[src/rtl/pipe_latch.sv]
`default_nettype none
// ============================================================================
// Module   : pipe_latch
// Purpose  : Handshaked pipeline register with flush, back-pressure and a
//            saturating stall counter. Define PIPE_LATCH_SKID_EN to add a
//            skid entry (2-deep, registered in_ready).
// Revision : 1.0 - initial release
// ============================================================================
module pipe_latch #(
    parameter int DATA_W = 71,
    parameter int CNT_W  = 16
) (
    input  logic              clk,
    input  logic              rst,
    input  logic              flush,
    input  logic              in_valid,
    output logic              in_ready,
    input  logic [DATA_W-1:0] in_data,
    output logic              out_valid,
    input  logic              out_ready,
    output logic [DATA_W-1:0] out_data,
    output logic [CNT_W-1:0]  stall_cnt
);

    logic              out_valid_q, out_valid_d;
    logic [DATA_W-1:0] out_data_q,  out_data_d;
    logic [CNT_W-1:0]  stall_cnt_q, stall_cnt_d;
    logic              accept;
    logic              drain;

`ifdef PIPE_LATCH_SKID_EN
    logic              skid_valid_q, skid_valid_d;
    logic [DATA_W-1:0] skid_data_q,  skid_data_d;

    // Depends only on a flop (and reset), so out_ready never reaches in_ready.
    assign in_ready = !rst && !skid_valid_q;
`else
    assign in_ready = !rst && (!out_valid_q || out_ready);
`endif

    assign accept    = in_valid && in_ready;
    assign drain     = out_valid_q && out_ready;
    assign out_valid = out_valid_q;
    assign out_data  = out_data_q;
    assign stall_cnt = stall_cnt_q;

    always_comb begin
        out_valid_d = out_valid_q;
        out_data_d  = out_data_q;
        stall_cnt_d = stall_cnt_q;
`ifdef PIPE_LATCH_SKID_EN
        skid_valid_d = skid_valid_q;
        skid_data_d  = skid_data_q;
`endif

        if (out_valid_q && !out_ready && (stall_cnt_q != {CNT_W{1'b1}})) begin
            stall_cnt_d = stall_cnt_q + CNT_W'(1);
        end

        if (flush) begin
            out_valid_d = 1'b0;
`ifdef PIPE_LATCH_SKID_EN
            skid_valid_d = 1'b0;
`endif
        end else begin
`ifdef PIPE_LATCH_SKID_EN
            if (skid_valid_q) begin
                if (out_ready) begin
                    out_data_d   = skid_data_q;
                    out_valid_d  = 1'b1;
                    skid_valid_d = 1'b0;
                end
            end else if (accept && out_valid_q && !out_ready) begin
                skid_data_d  = in_data;
                skid_valid_d = 1'b1;
            end else
`endif
            if (accept) begin
                out_data_d  = in_data;
                out_valid_d = 1'b1;
            end else if (drain) begin
                out_valid_d = 1'b0;
            end
        end
    end

    always_ff @(posedge clk) begin
        if (rst) begin
            out_valid_q <= 1'b0;
            out_data_q  <= '0;
            stall_cnt_q <= '0;
`ifdef PIPE_LATCH_SKID_EN
            skid_valid_q <= 1'b0;
            skid_data_q  <= '0;
`endif
        end else begin
            out_valid_q <= out_valid_d;
            out_data_q  <= out_data_d;
            stall_cnt_q <= stall_cnt_d;
`ifdef PIPE_LATCH_SKID_EN
            skid_valid_q <= skid_valid_d;
            skid_data_q  <= skid_data_d;
`endif
        end
    end

endmodule
`default_nettype wire

[config.mk]
export PLATFORM = sky130hd
export DESIGN_NAME = pipe_latch
export DESIGN_NICKNAME = d
export VERILOG_FILES = /design/src/rtl/pipe_latch.sv
export SDC_FILE = /design/constraint.sdc
export NUM_CORES = 1
export LEC_CHECK = 0
export BUFFER_PORTS_ARGS = -buffer_cell sky130_fd_sc_hd__buf_2
export CORE_MARGIN = 2
export CORE_UTILIZATION = 40
export DETAILED_ROUTE_END_ITERATION = 12
export MAX_ROUTING_LAYER = met4
export PLACE_DENSITY_LB_ADDON = 0.05
export SYNTH_ARGS = -nofsm -noshare
export SYNTH_HDL_FRONTEND = slang
export SYNTH_SLANG_ARGS = --single-unit
export TNS_END_PERCENT = 30
[constraint.sdc]
create_clock -name clk -period 1.5 [get_ports clk]
set_input_delay 0.15 -clock clk [delete_from_list [all_inputs] [get_ports clk]]
set_output_delay 0.15 -clock clk [all_outputs]
set_load 0.02 [all_outputs]
After elaboration in Yosys (flattened, before gate mapping)

Cells that the tools add are included.

Add/subtract/negate cells: 1
Equality and inequality tests: 1
Muxes and demuxes: 2
Bitwise gates (word level): 1
Reductions and logical operators: 12

Operators by type and width:

| operator                                       | count |
|---|---|
| adder 16 x 1 -> 16 bit (second input constant) | 1 |
| inequality test 16 bit (second input constant) | 1 |
| logical AND 1 bit                              | 5 |
| zero test 1 bit                                | 3 |
| two-way mux 1 bit                              | 2 |
| AND reduction 2 bit                            | 1 |
| nonzero test 2 bit                             | 1 |
| OR reduction 2 bit                             | 1 |
| logical OR 1 bit                               | 1 |
| inverter 1 bit                                 | 1 |

Register bits: 88
Input bits: 76
Output and inout port bits: 89
Word-level logic and storage cells: 20

Logic depth before layout (Yosys ltp)

Gate-level depths: netlist of run 1.

Depth after elaboration: 5
Gate-level depth with buffers: 6
Depth with buffers taken out: 5

Worst setup path after synthesis of run 1

No wires, ideal clock.

Kind: flip-flop to flip-flop
Start point: reg stall_cnt_q[0], in the netlist stall_cnt[0]
End point: reg stall_cnt_q[14], in the netlist stall_cnt[14]
Setup time: 0.123 ns
Arrival: 1.690 ns
Data required time: 1.377 ns
Setup slack: -0.314 ns
Cell stages (with the launch flop): 7
Buffers on the path: 1
Clock period less this slack: 1.814 ns
Cell sequence: dfxtp_1 > ha_1 > and3b_1 > buf_2 > nand3_1 > nor4_1 > mux2_1

Word-level cells in the longest chain between the ends: 2
Elaborated cells on any way between the ends: 3
Those cells by class: add/sub: 1; eq/ne: 1; reduce/logical: 1

RTL lines:

| what                                                                           | RTL line | RTL |
|---|---|---|
| from (decl)                                                                    | 27       | `logic [CNT_W-1:0] stall_cnt_q, stall_cnt_d;` |
| from (signal assigned)                                                         | 99       | `stall_cnt_q <= stall_cnt_d;` |
| parallel branches: the longest is 2 deep, another holds adder 16 x 1 -> 16 bit | --       |  |

Parallel ways; which one is timed is not known.
A chain may end at the register's enable or synchronous reset.

Worst setup path after layout of run 1

Start point: reg stall_cnt_q[1], in the netlist stall_cnt[1]
End point: reg stall_cnt_q[13], in the netlist stall_cnt[13]

The elaborated chain is that of the path after synthesis.

==> metrics.cfg, run 1 <==
[timing]
maxClockFrequency_mhz=661
max_slew.worst_pin.slew_ns=0.499
min_period_ns=1.51
period_share_pct=101
worst_slack_ns=-0.0131
finalClockSkew_ns=0.00737
unrepaired_setup_endpoints_after_global_routing=true
count_of_endpoints_failing_setup_in_the_final_report=1
finalMaxSlewViolations=0
slew-limit-headroom_pct=66.7
timing_hold_violations_final=0

[setup_path]
worst_ep_arrival_time_ns=1.79
worstPathRequired_ns=1.78
worst_reg_to_reg_cells=5
criticalPathCategory=flip-flop to flip-flop
timing.critical_path.to=stall_cnt[13]
max_fo_critical_path=4
startpoint_types=flip-flop
timing.rr.start=stall_cnt[1]
worstSetupStartpoint=stall_cnt[1]
regToRegSetupSlack_ns=-0.01
setup.worst_path.end_class=flip-flop
crit-reg2reg-capture=stall_cnt[13]

[cells_and_area]
fillCellCount=801
post_route_cells_drive_above_1_share_pct=42.6
final_net_count=677
area_growth_pct=44.7
diodes=0
layout.cell_area.non_filler_sq_um=4860
layout.cells.most_common=buf_2
final_cells=708
layout.cells.most_common_list=163 x buf_2, 150 x nand2_1, 78 x a21oi_1

[worst_hold_path]
hold-path-cell-count=3
worstHoldPathType=input pin to flip-flop

[placement]
port_buffers=164
finalWeightedCongestion=0.781
placedCellCount=693
post-dp-hpwl_um=6380
dpl-instance-area_sq_um=4550

[yosys]
yosys.cell_types.count=37
post_synth_instance_area_sq_um=3360
seq_area_frac_synth_pct=52.4
syn-mean-instance-area_sq_um=8.10
syn_inst=415
mappedNetlistNets=492
synthesis.yosys.warnings=0
synth_seq_cells=88

[global_routing]
grt_max_degree=72
grt.total_usage_pct=19.1
grt_pass1_vias=2940
global_route.overflow_total=0
first_pass_grt_wire_length_um=13400
antenna_found_initial=0

[clocking]
clkLatencyLatePin_ns=0.35
number_of_buffers_on_the_longest_clock_path=2
clkTransAtPathRegs_ns=0.09
tritoncts_clock_tree=yes
cts-buffers-inserted=9
tritoncts_num_sinks=88
ctsRootBufferMaster=clkbuf_8
cts.htree.levels=3

[floorplanning]
die_h_um=95.6
core-area_sq_um=8180
initial_core_util_pct=41.1
rows=33
die_area_sq_um=9150
io_pins=165
die_width_um=95.6

[run_status]
run_status=complete, but fails checks
failed_checks=setup timing

[drt]
first_pass_iters=4
avg_vias_per_cell=4.82
wl_per_cell_um=12.6
drt-total-wl_um=8940
route.vias.total=3416
drt.antenna.violating_nets=0
drt_iter0_markers=93
drcViolationCount=0

[flow_run]
cap_viol_max_count=0

[power_and_ir_drop]
power-per-cell-area_nw_per_um2=986
peakVddDrop_mv=0.527
power.leakage_nw=2.21
power.total_mw=4.79

[report_power, final]
group	internal, mW	leakage, nW	switching (mW)	total, mW
Sequential	2.40	0.723	0.0296	2.43
Combinational	0.187	1.38	0.272	0.459
Clock	1.09	0.112	0.813	1.91
[cell type report]
cell class	instances	area, sq um	area share, %
repair buffers	201	1140	23.5
clock inverters	5	106	2.19
multi-input cells	299	1570	32.2
clock buffers	9	124	2.55
inverters	1	3.75	0.0772
flip-flops and latches	88	1790	36.8
well taps	105	131	2.70
[worst min-delay path by stage]
stage | from | endpoint
detailed placement | in_data[18] | out_data[18]
finish | in_data[58] | out_data[58]
global route | in_data[21] | out_data[21]
CTS | in_data[16] | out_data[16]
global placement | in_data[16] | out_data[16]
floorplan | in_valid | out_valid
[Yosys cell counts (all sizes together)]
| cell | instances | area (sq um) |
|---|---|---|
| a21oi | 80 | 404 |
| and3 | 3 | 18.8 |
| and3b | 1 | 8.76 |
| and4b | 1 | 10.0 |
| and4bb | 1 | 12.5 |
| buf | 4 | 25.0 |
| clkbuf | 23 | 86.3 |
| dfxtp | 88 | 1760 |
| ha | 1 | 12.5 |
| inv | 1 | 3.75 |
| mux2 | 3 | 37.5 |
| mux2i | 3 | 30.0 |
| nand2 | 151 | 567 |
| nand2b | 3 | 18.8 |
| nand3 | 6 | 30.0 |
| nand4 | 5 | 67.6 |
| nor2 | 8 | 30.0 |
| nor2b | 5 | 31.3 |
| nor3 | 2 | 10.0 |
| nor4 | 3 | 33.8 |
| o2111ai | 1 | 8.76 |
| o21a | 1 | 7.51 |
| o21ai | 6 | 30.0 |
| o31ai | 3 | 22.5 |
| o41ai | 1 | 16.3 |
| or2 | 2 | 12.5 |
| or3 | 5 | 31.3 |
| or4 | 3 | 22.5 |
| xor2 | 1 | 8.76 |
[sequential cells by signal, summed over array words and instances (netlist names)]
name / flops
out_data: 71
out_valid: 1
stall_cnt: 16
[cell families after synthesis]
| group | Yosys count | synth area share (%) |
|---|---|---|
| DFF | 88 | 52.4 |
| adders and majority gates | 1 | 0.372 |
| muxes | 6 | 2.01 |
| xor gates and xnor gates | 1 | 0.261 |
| buffers and inverters | 28 | 3.43 |
| and+or+nand+nor | 199 | 26.9 |
| AOI/OAI and AO/OA | 92 | 14.6 |
[critical path: stages, from the launching register on]
cell     delay, ns
dfxtp_4       0.37
and4b_1       0.25
buf_6         0.12
nand4_4       0.09
or4_4         0.49
a21oi_2       0.12
[layer usage]
| metal | routed length, um | global-route usage [%] | share of wire, % |
|---|---|---|---|
| met5 | 0 | - | 0 |
| met4 | 174 | 7.50 | 1.9 |
| met3 | 625 | 5.30 | 7.0 |
| met2 | 4280 | 29.8 | 48 |
| met1 | 3860 | 23.4 | 43 |
[per-stage QoR]
step / TNS [ns] / utilization, % / hold WS (ns) / worst slack [ns]
after global routing: -0.475 / 59.4 / 0.00577 / -0.0791
after CTS: -0.0183 / 58.9 / 0.00252 / -0.0183
after floorplan: -0.0691 / - / 0.274 / -0.0255
after global placement: -0.0230 / 55.7 / 0.390 / -0.0147
final: -0.0131 / 59.4 / 0.0249 / -0.0131
after detailed placement: -0.0625 / 55.7 / 0.395 / -0.0479
[repair_timing]
action,in CTS,in global routing
buffers inserted,0,1
endpoints found under the setup margin,7,16
pin swaps,1,5
hold buffers,0,0
endpoints found under the hold margin,0,0
cloned,0,0
resized for setup,10,9
Power figures use the tool's default switching activity.
==> inputs of run 2 (changes only) <==
- RECOVER_POWER: unset -> 100
- clock period: 1.5 -> 1.4 ns (I/O delays scaled with it)
==> run 2 against run 1 <==
- the flow still finishes with violations (setup timing)
- sequential power rose by 7%
- critical path type unchanged
- sequential share of layout area fell by 0.32 points
- highest routed layer unchanged
- cell count rose by 2.7%
- non-clock buffer count rose by 17
- clock skew rose by 0.0058 ns
- largest cell class unchanged
- combinational power rose by 6.5%
- utilization rose by 0.90 points
==> metrics.cfg, run 2 (synthesis gave the netlist of run 1 again) <==
[run_status]
run_status=complete, but fails checks  ; unchanged
failed_checks=setup timing  ; unchanged

[global_routing]
global_route.overflow_total=0  ; unchanged
grt_pass1_vias=3061  ; was 2940
antenna_found_initial=0  ; unchanged
grt.total_usage_pct=20.2  ; was 19.1%
first_pass_grt_wire_length_um=14200  ; was 13400 um
grt_max_degree=72  ; unchanged

[cells_and_area]
post_route_cells_drive_above_1_share_pct=31.0  ; was 42.6%
final_cells=727  ; was 708
final_net_count=694  ; was 677
layout.cell_area.non_filler_sq_um=4930  ; was 4860 sq um
largest_reg_flops=71  ; unchanged
layout.cells.most_common_list=150 x nand2_1, 83 x clkbuf_1, 79 x buf_2  ; was 163 x buf_2, 150 x nand2_1, 78 x a21oi_1
fillCellCount=791  ; was 801
layout.cells.most_common=nand2_1  ; was buf_2
area_growth_pct=46.9  ; was 44.7%
diodes=0  ; unchanged

[drt]
drcViolationCount=0  ; unchanged
avg_vias_per_cell=4.84  ; was 4.82
drt_iter0_markers=97  ; was 93
drt-total-wl_um=9300  ; was 8940 um
first_pass_iters=4  ; unchanged
route.vias.total=3516  ; was 3416
wl_per_cell_um=12.8  ; was 12.6 um
drt.antenna.violating_nets=0  ; unchanged

[clocking]
tritoncts_clock_tree=yes  ; unchanged
cts-buffers-inserted=9  ; unchanged
cts.htree.levels=3  ; unchanged
ctsRootBufferMaster=clkbuf_8  ; unchanged
clkLatencyLatePin_ns=0.35  ; about the same
number_of_buffers_on_the_longest_clock_path=2  ; unchanged
tritoncts_num_sinks=88  ; unchanged
clkTransAtPathRegs_ns=0.09  ; about the same

[power_and_ir_drop]
p_sw_mw=1.25  ; was 1.11 mW
clock_power_share_pct=36.6  ; was 39.8%
power-per-cell-area_nw_per_um2=985  ; was 986 nW/um^2
power.total_mw=4.86  ; was 4.79 mW
netSwitchingFraction_pct=25.7  ; was 23.3%
power.combinational.fraction_pct=10.1  ; was 9.6%
peakVddDrop_mv=0.517  ; was 0.527 mV
power.leakage_nw=1.96  ; was 2.21 nW
intPower_mw=3.61  ; was 3.68 mW
pwr-share-seq_pct=53.3  ; was 50.6%

[setup_path]
criticalPathCategory=flip-flop to flip-flop  ; unchanged
path_buf_inv=3  ; was 1
crit-reg2reg-capture=stall_cnt[7]  ; was stall_cnt[13]
timing.rr.start=stall_cnt[1]  ; unchanged
timing.critical_path.to=stall_cnt[7]  ; was stall_cnt[13]
critical_path.slowest_cell=or4_4  ; unchanged
regToRegSetupSlack_ns=-0.09  ; was -0.01 ns
worstSetupStartpoint=stall_cnt[1]  ; unchanged
path_depth=7  ; was 5
startpoint_types=flip-flop  ; unchanged
worstPathRequired_ns=1.68  ; was 1.78 ns
worst_reg_to_reg_cells=7  ; was 5
max_fo_critical_path=4  ; unchanged
setup.worst_path.end_class=flip-flop  ; unchanged
crit_chain=ha_4 > inv_4 > nor4_4 > buf_4 > buf_6 > or4_4 > a21oi_2  ; was and4b_1 > buf_6 > nand4_4 > or4_4 > a21oi_2
cpPeakStageDelay_ns=0.41  ; was 0.49 ns
worst_ep_arrival_time_ns=1.78  ; was 1.79 ns
critical-path-top-delay-family=simple AND/OR/NAND/NOR gates  ; unchanged

[floorplanning]
core-area_sq_um=8180  ; unchanged
die_width_um=95.6  ; unchanged
io_pins=165  ; unchanged
initial_core_util_pct=41.1  ; unchanged
die_area_sq_um=9150  ; unchanged
die_h_um=95.6  ; unchanged
rows=33  ; unchanged

[timing]
timing_hold_violations_final=0  ; unchanged
period_share_pct=107  ; was 101%
fin_hold_ws_ns=0.0162  ; was 0.0249 ns
finalMaxSlewViolations=0  ; unchanged
max_slew.worst_pin.slew_ns=0.509  ; was 0.499 ns
unrepaired_setup_endpoints_after_global_routing=true  ; unchanged
min_period_ns=1.49  ; was 1.51 ns
finalClockSkew_ns=0.0131  ; was 0.00737 ns
slew-limit-headroom_pct=66.1  ; was 66.7%
count_of_endpoints_failing_setup_in_the_final_report=12  ; was 1
maxClockFrequency_mhz=669  ; was 661 MHz
worst_slack_ns=-0.0937  ; was -0.0131 ns

[placement]
finalWeightedCongestion=0.776  ; was 0.781
post-dp-hpwl_um=6410  ; was 6380 um
port_buffers=164  ; unchanged
placedCellCount=700  ; was 693
dpl-instance-area_sq_um=4620  ; was 4550 sq um
detailedPlace.worstSlack_ns=-0.152  ; was -0.0479 ns

[worst_hold_path]
worstHoldPathType=input pin to flip-flop  ; unchanged

[flow_run]
cap_viol_max_count=0  ; unchanged

==> run 2: worst min-delay path by stage <==
stage                     start           end  depth (start not counted)
finish              in_data[33]  out_data[33]                          3
global route        in_data[56]  out_data[56]                          3
CTS                 in_data[37]  out_data[37]                          3
detailed placement  in_data[37]  out_data[37]                          3
global placement    in_data[13]  out_data[13]                          3
floorplan              in_valid     out_valid                          1
==> run 2: final cells by class <==
class,count,area (sq um),area share [%]
tap,105,131,2.66
inverter,1,6.26,0.127
sequential,88,1800,36.5
clock buffer,12,176,3.58
multi-input combinational,299,1600,32.5
timing repair buffer,218,1180,24.0
clock inverter,4,32.5,0.659
==> run 2: stage by stage <==
stage	TNS (ns)	util [%]
3_5_place_dp	-0.833	56.5
3_3_place_gp	-0.569	56.5
6_report	-0.717	60.3
5_1_grt	-4.05	60.3
4_1_cts	-0.576	60.3
2_1_floorplan	-0.578	-
==> run 2: power groups by stage <==
stage / registers, mW / logic, mW / clock network [mW]
floorplan: 2.75 / 0.163 / 0
global placement: 2.65 / 0.488 / 0
finish: 2.59 / 0.489 / 1.78
detailed placement: 2.66 / 0.492 / 0
CTS: 2.59 / 0.497 / 1.82
global route: 2.60 / 0.540 / 1.93
==> run 2: tightest hold or removal path, stage by stage <==
cell and delay [ns]:
buf_2 0.09, nand2_1 0.05, a21oi_1 0.05
==> run 2: layer usage <==
layer | vias to the layer above | part of all wire (%) | global-route usage [%]
met1 | 1607 | 44 | 25.3
met3 | 16 | 7.2 | 6.64
met2 | 109 | 47 | 30.7
met4 | 0 | 1.9 | 6.67
li1 | 1784 | - | -
met5 | - | 0 | -
==> run 2: timing repair <==
action	4_1_cts	5_1_grt
pin swaps	12	3
hold buffers	0	6
buffers inserted	4	1
setup endpoints to repair	14	17
endpoints found under the hold margin	0	6
resized for setup	21	14
==> inputs of run 3 (changes only) <==
- clock period: 1.4 -> 1.31 ns (I/O delays scaled with it)
==> run 3 against run 2 <==
- the flow still finishes with violations (setup timing)
- global-route usage is 1.5 points higher
- hold slack worse by 0.0039 ns
- die area stayed put
- sequential power is 7% higher
- critical path depth is 3 lower
- via count is 6.4% higher
- clock power is 17% higher
- cell count is 5.4% higher
- clock-buffer cell count is 2 lower
- flip-flop and latch count stayed put
- wire length is 11% higher
- largest cell class unchanged
- highest routed layer unchanged
==> metrics.cfg, run 3 (synthesis gave the netlist of run 1 again) <==
[setup_path]
setup.worst_path.end_class=flip-flop  ; unchanged
max_fo_critical_path=4  ; unchanged
worst_ep_arrival_time_ns=1.70  ; was 1.78 ns
startpoint_types=flip-flop  ; unchanged
worstPathRequired_ns=1.54  ; was 1.68 ns
criticalPathCategory=flip-flop to flip-flop  ; unchanged

[timing]
count_of_endpoints_failing_setup_in_the_final_report=42  ; was 12
finalMaxSlewViolations=0  ; unchanged
fin_hold_ws_ns=0.0123  ; was 0.0162 ns
unrepaired_setup_endpoints_after_global_routing=true  ; unchanged
worst_slack_ns=-0.160  ; was -0.0937 ns
maxClockFrequency_mhz=680  ; was 669 MHz
max_slew.worst_pin.slew_ns=0.386  ; was 0.509 ns
period_share_pct=112  ; was 107%
timing_hold_violations_final=0  ; unchanged
slew-limit-headroom_pct=74.3  ; was 66.1%
min_period_ns=1.47  ; was 1.49 ns
finalClockSkew_ns=0.0148  ; was 0.0131 ns

[drt]
drcViolationCount=0  ; unchanged
drt_iter0_markers=102  ; was 97
drt-total-wl_um=10400  ; was 9300 um
first_pass_iters=4  ; unchanged
drt.antenna.violating_nets=0  ; unchanged
avg_vias_per_cell=4.88  ; was 4.84
route.vias.total=3740  ; was 3516
wl_per_cell_um=13.5  ; was 12.8 um

[clocking]
cts-buffers-inserted=9  ; unchanged
number_of_buffers_on_the_longest_clock_path=2  ; unchanged
ctsRootBufferMaster=clkbuf_8  ; unchanged
clkLatencyLatePin_ns=0.35  ; about the same
clkTransAtPathRegs_ns=0.10  ; was 0.09 ns
tritoncts_num_sinks=88  ; unchanged
cts.htree.levels=3  ; unchanged
tritoncts_clock_tree=yes  ; unchanged

[power_and_ir_drop]
power-per-cell-area_nw_per_um2=1010  ; was 985 nW/um^2
power.combinational.fraction_pct=11.9  ; was 10.1%
power.leakage_nw=2.19  ; was 1.96 nW
p_sw_mw=1.45  ; was 1.25 mW
netSwitchingFraction_pct=26.3  ; was 25.7%
intPower_mw=4.05  ; was 3.61 mW
pwr-share-seq_pct=50.3  ; was 53.3%
clock_power_share_pct=37.9  ; was 36.6%
peakVddDrop_mv=0.592  ; was 0.517 mV

[global_routing]
grt_pass1_vias=3304  ; was 3061
global_route.overflow_total=0  ; unchanged
antenna_found_initial=0  ; unchanged
first_pass_grt_wire_length_um=15200  ; was 14200 um
grt.total_usage_pct=21.7  ; was 20.2%
grt_max_degree=64  ; was 72

[floorplanning]
die_width_um=95.6  ; unchanged
rows=33  ; unchanged
io_pins=165  ; unchanged
core-area_sq_um=8180  ; unchanged
initial_core_util_pct=41.1  ; unchanged
die_area_sq_um=9150  ; unchanged
die_h_um=95.6  ; unchanged

[cells_and_area]
final_net_count=733  ; was 694
layout.cells.most_common_list=149 x nand2_1, 82 x buf_2, 81 x clkbuf_1  ; was 150 x nand2_1, 83 x clkbuf_1, 79 x buf_2
storage_cell_area_sq_um=1810  ; was 1800 sq um
layout.cells.most_common=nand2_1  ; unchanged
area_of_the_multi_input_gates_sq_um=1670  ; was 1600 sq um
post_route_cells_drive_above_1_share_pct=31.9  ; was 31.0%
diodes=0  ; unchanged
area_growth_pct=62.6  ; was 46.9%
largest_reg_flops=71  ; unchanged
layout.cell_area.non_filler_sq_um=5460  ; was 4930 sq um
fillCellCount=751  ; was 791

[run_status]
run_status=complete, but fails checks  ; unchanged
failed_checks=setup timing  ; unchanged

[placement]
dpl-instance-area_sq_um=4670  ; was 4620 sq um
post-dp-hpwl_um=6280  ; was 6410 um
port_buffers=164  ; unchanged
detailedPlace.worstSlack_ns=-0.242  ; was -0.152 ns
finalWeightedCongestion=0.767  ; was 0.776

[flow_run]
cap_viol_max_count=0  ; unchanged

[worst_hold_path]
worstHoldPathType=input pin to flip-flop  ; unchanged

-- run 3: cell types whose count changed in the layout (fill, tap and decap cells not counted), moves of 3 or more --
cell           previous run  this run
o21ai_0                   5         2
buf_4                    43        40
dfxtp_2                   9         5
a21oi_2                   5        11
dfxtp_4                   7        11
buf_2                    79        82
buf_6                     3         8
dlygate4sd3_1             6        39
a21oi_1                  75        69
-- run 3: path summary, 6_finish.rpt --
check | from | endpoint | slack [ns] | cells after the start
setup reg to reg | stall_cnt[6] | stall_cnt[0] | -0.16 | 4
hold / removal | in_data[53] | out_data[53] | 0.01 | 3
setup / recovery | stall_cnt[6] | stall_cnt[0] | -0.16 | 4
hold reg to reg | out_data[13] | out_data[13] | 0.46 | 2
-- run 3: through the flow --
stage / setup TNS (ns) / total power, mW / util [%] / cells
3_3_place_gp: -1.74 / 3.35 / 57.1 / 699
5_1_grt: -6.39 / 5.73 / 66.8 / 766
4_1_cts: -2.40 / 5.55 / 67.0 / 762
2_1_floorplan: -1.26 / 3.10 / - / 415
3_5_place_dp: -3.52 / 3.36 / 57.1 / 699
6_report: -2.23 / 5.50 / 66.8 / 766
-- run 3: routing by layer --
| layer | part of all wire (%) | GRT usage [%] | vias to the layer above | wire (um) |
|---|---|---|---|---|
| met3 | 6.0 | 4.58 | 21 | 621 |
| met1 | 43 | 27.4 | 1724 | 4490 |
| met2 | 48 | 33.7 | 127 | 5010 |
| li1 | - | - | 1868 | - |
| met5 | 0 | - | - | 0 |
| met4 | 2.4 | 9.40 | 0 | 248 |
-- run 3: timing repair --
| item | 4_1_cts | 5_1_grt |
|---|---|---|
| setup endpoints to repair | 88 | 58 |
| endpoints found under the hold margin | 39 | 0 |
| gates cloned | 2 | 1 |
| resized for setup | 24 | 24 |
| hold buffers | 39 | 0 |
| buffers inserted | 7 | 3 |
| pin swaps | 15 | 10 |
-- run 3: cell type report --
cell class / instances / share of cell area, %
tap: 105 / 2.40
sequential: 88 / 33.1
timing repair buffer: 257 / 29.9
inverter: 1 / 0.0687
clock buffer: 10 / 2.72
clock inverter: 6 / 1.31
multi-input combinational: 299 / 30.5
-- run 3: power groups by stage --
| stage | Clock [mW] | Sequential (mW) | Combinational (mW) |
|---|---|---|---|
| 5_1_grt | 2.24 | 2.77 | 0.712 |
| 4_1_cts | 2.13 | 2.76 | 0.660 |
| 3_3_place_gp | 0 | 2.82 | 0.526 |
| 6_report | 2.08 | 2.76 | 0.653 |
| 2_1_floorplan | 0 | 2.92 | 0.175 |
| 3_5_place_dp | 0 | 2.83 | 0.532 |
-- run 3: critical path: stages (launching register included) --
cell	delay [ns]
dfxtp_2	0.37
nand3_2	0.17
nor4_4	0.38
a21oi_2	0.13
mux2_4	0.30
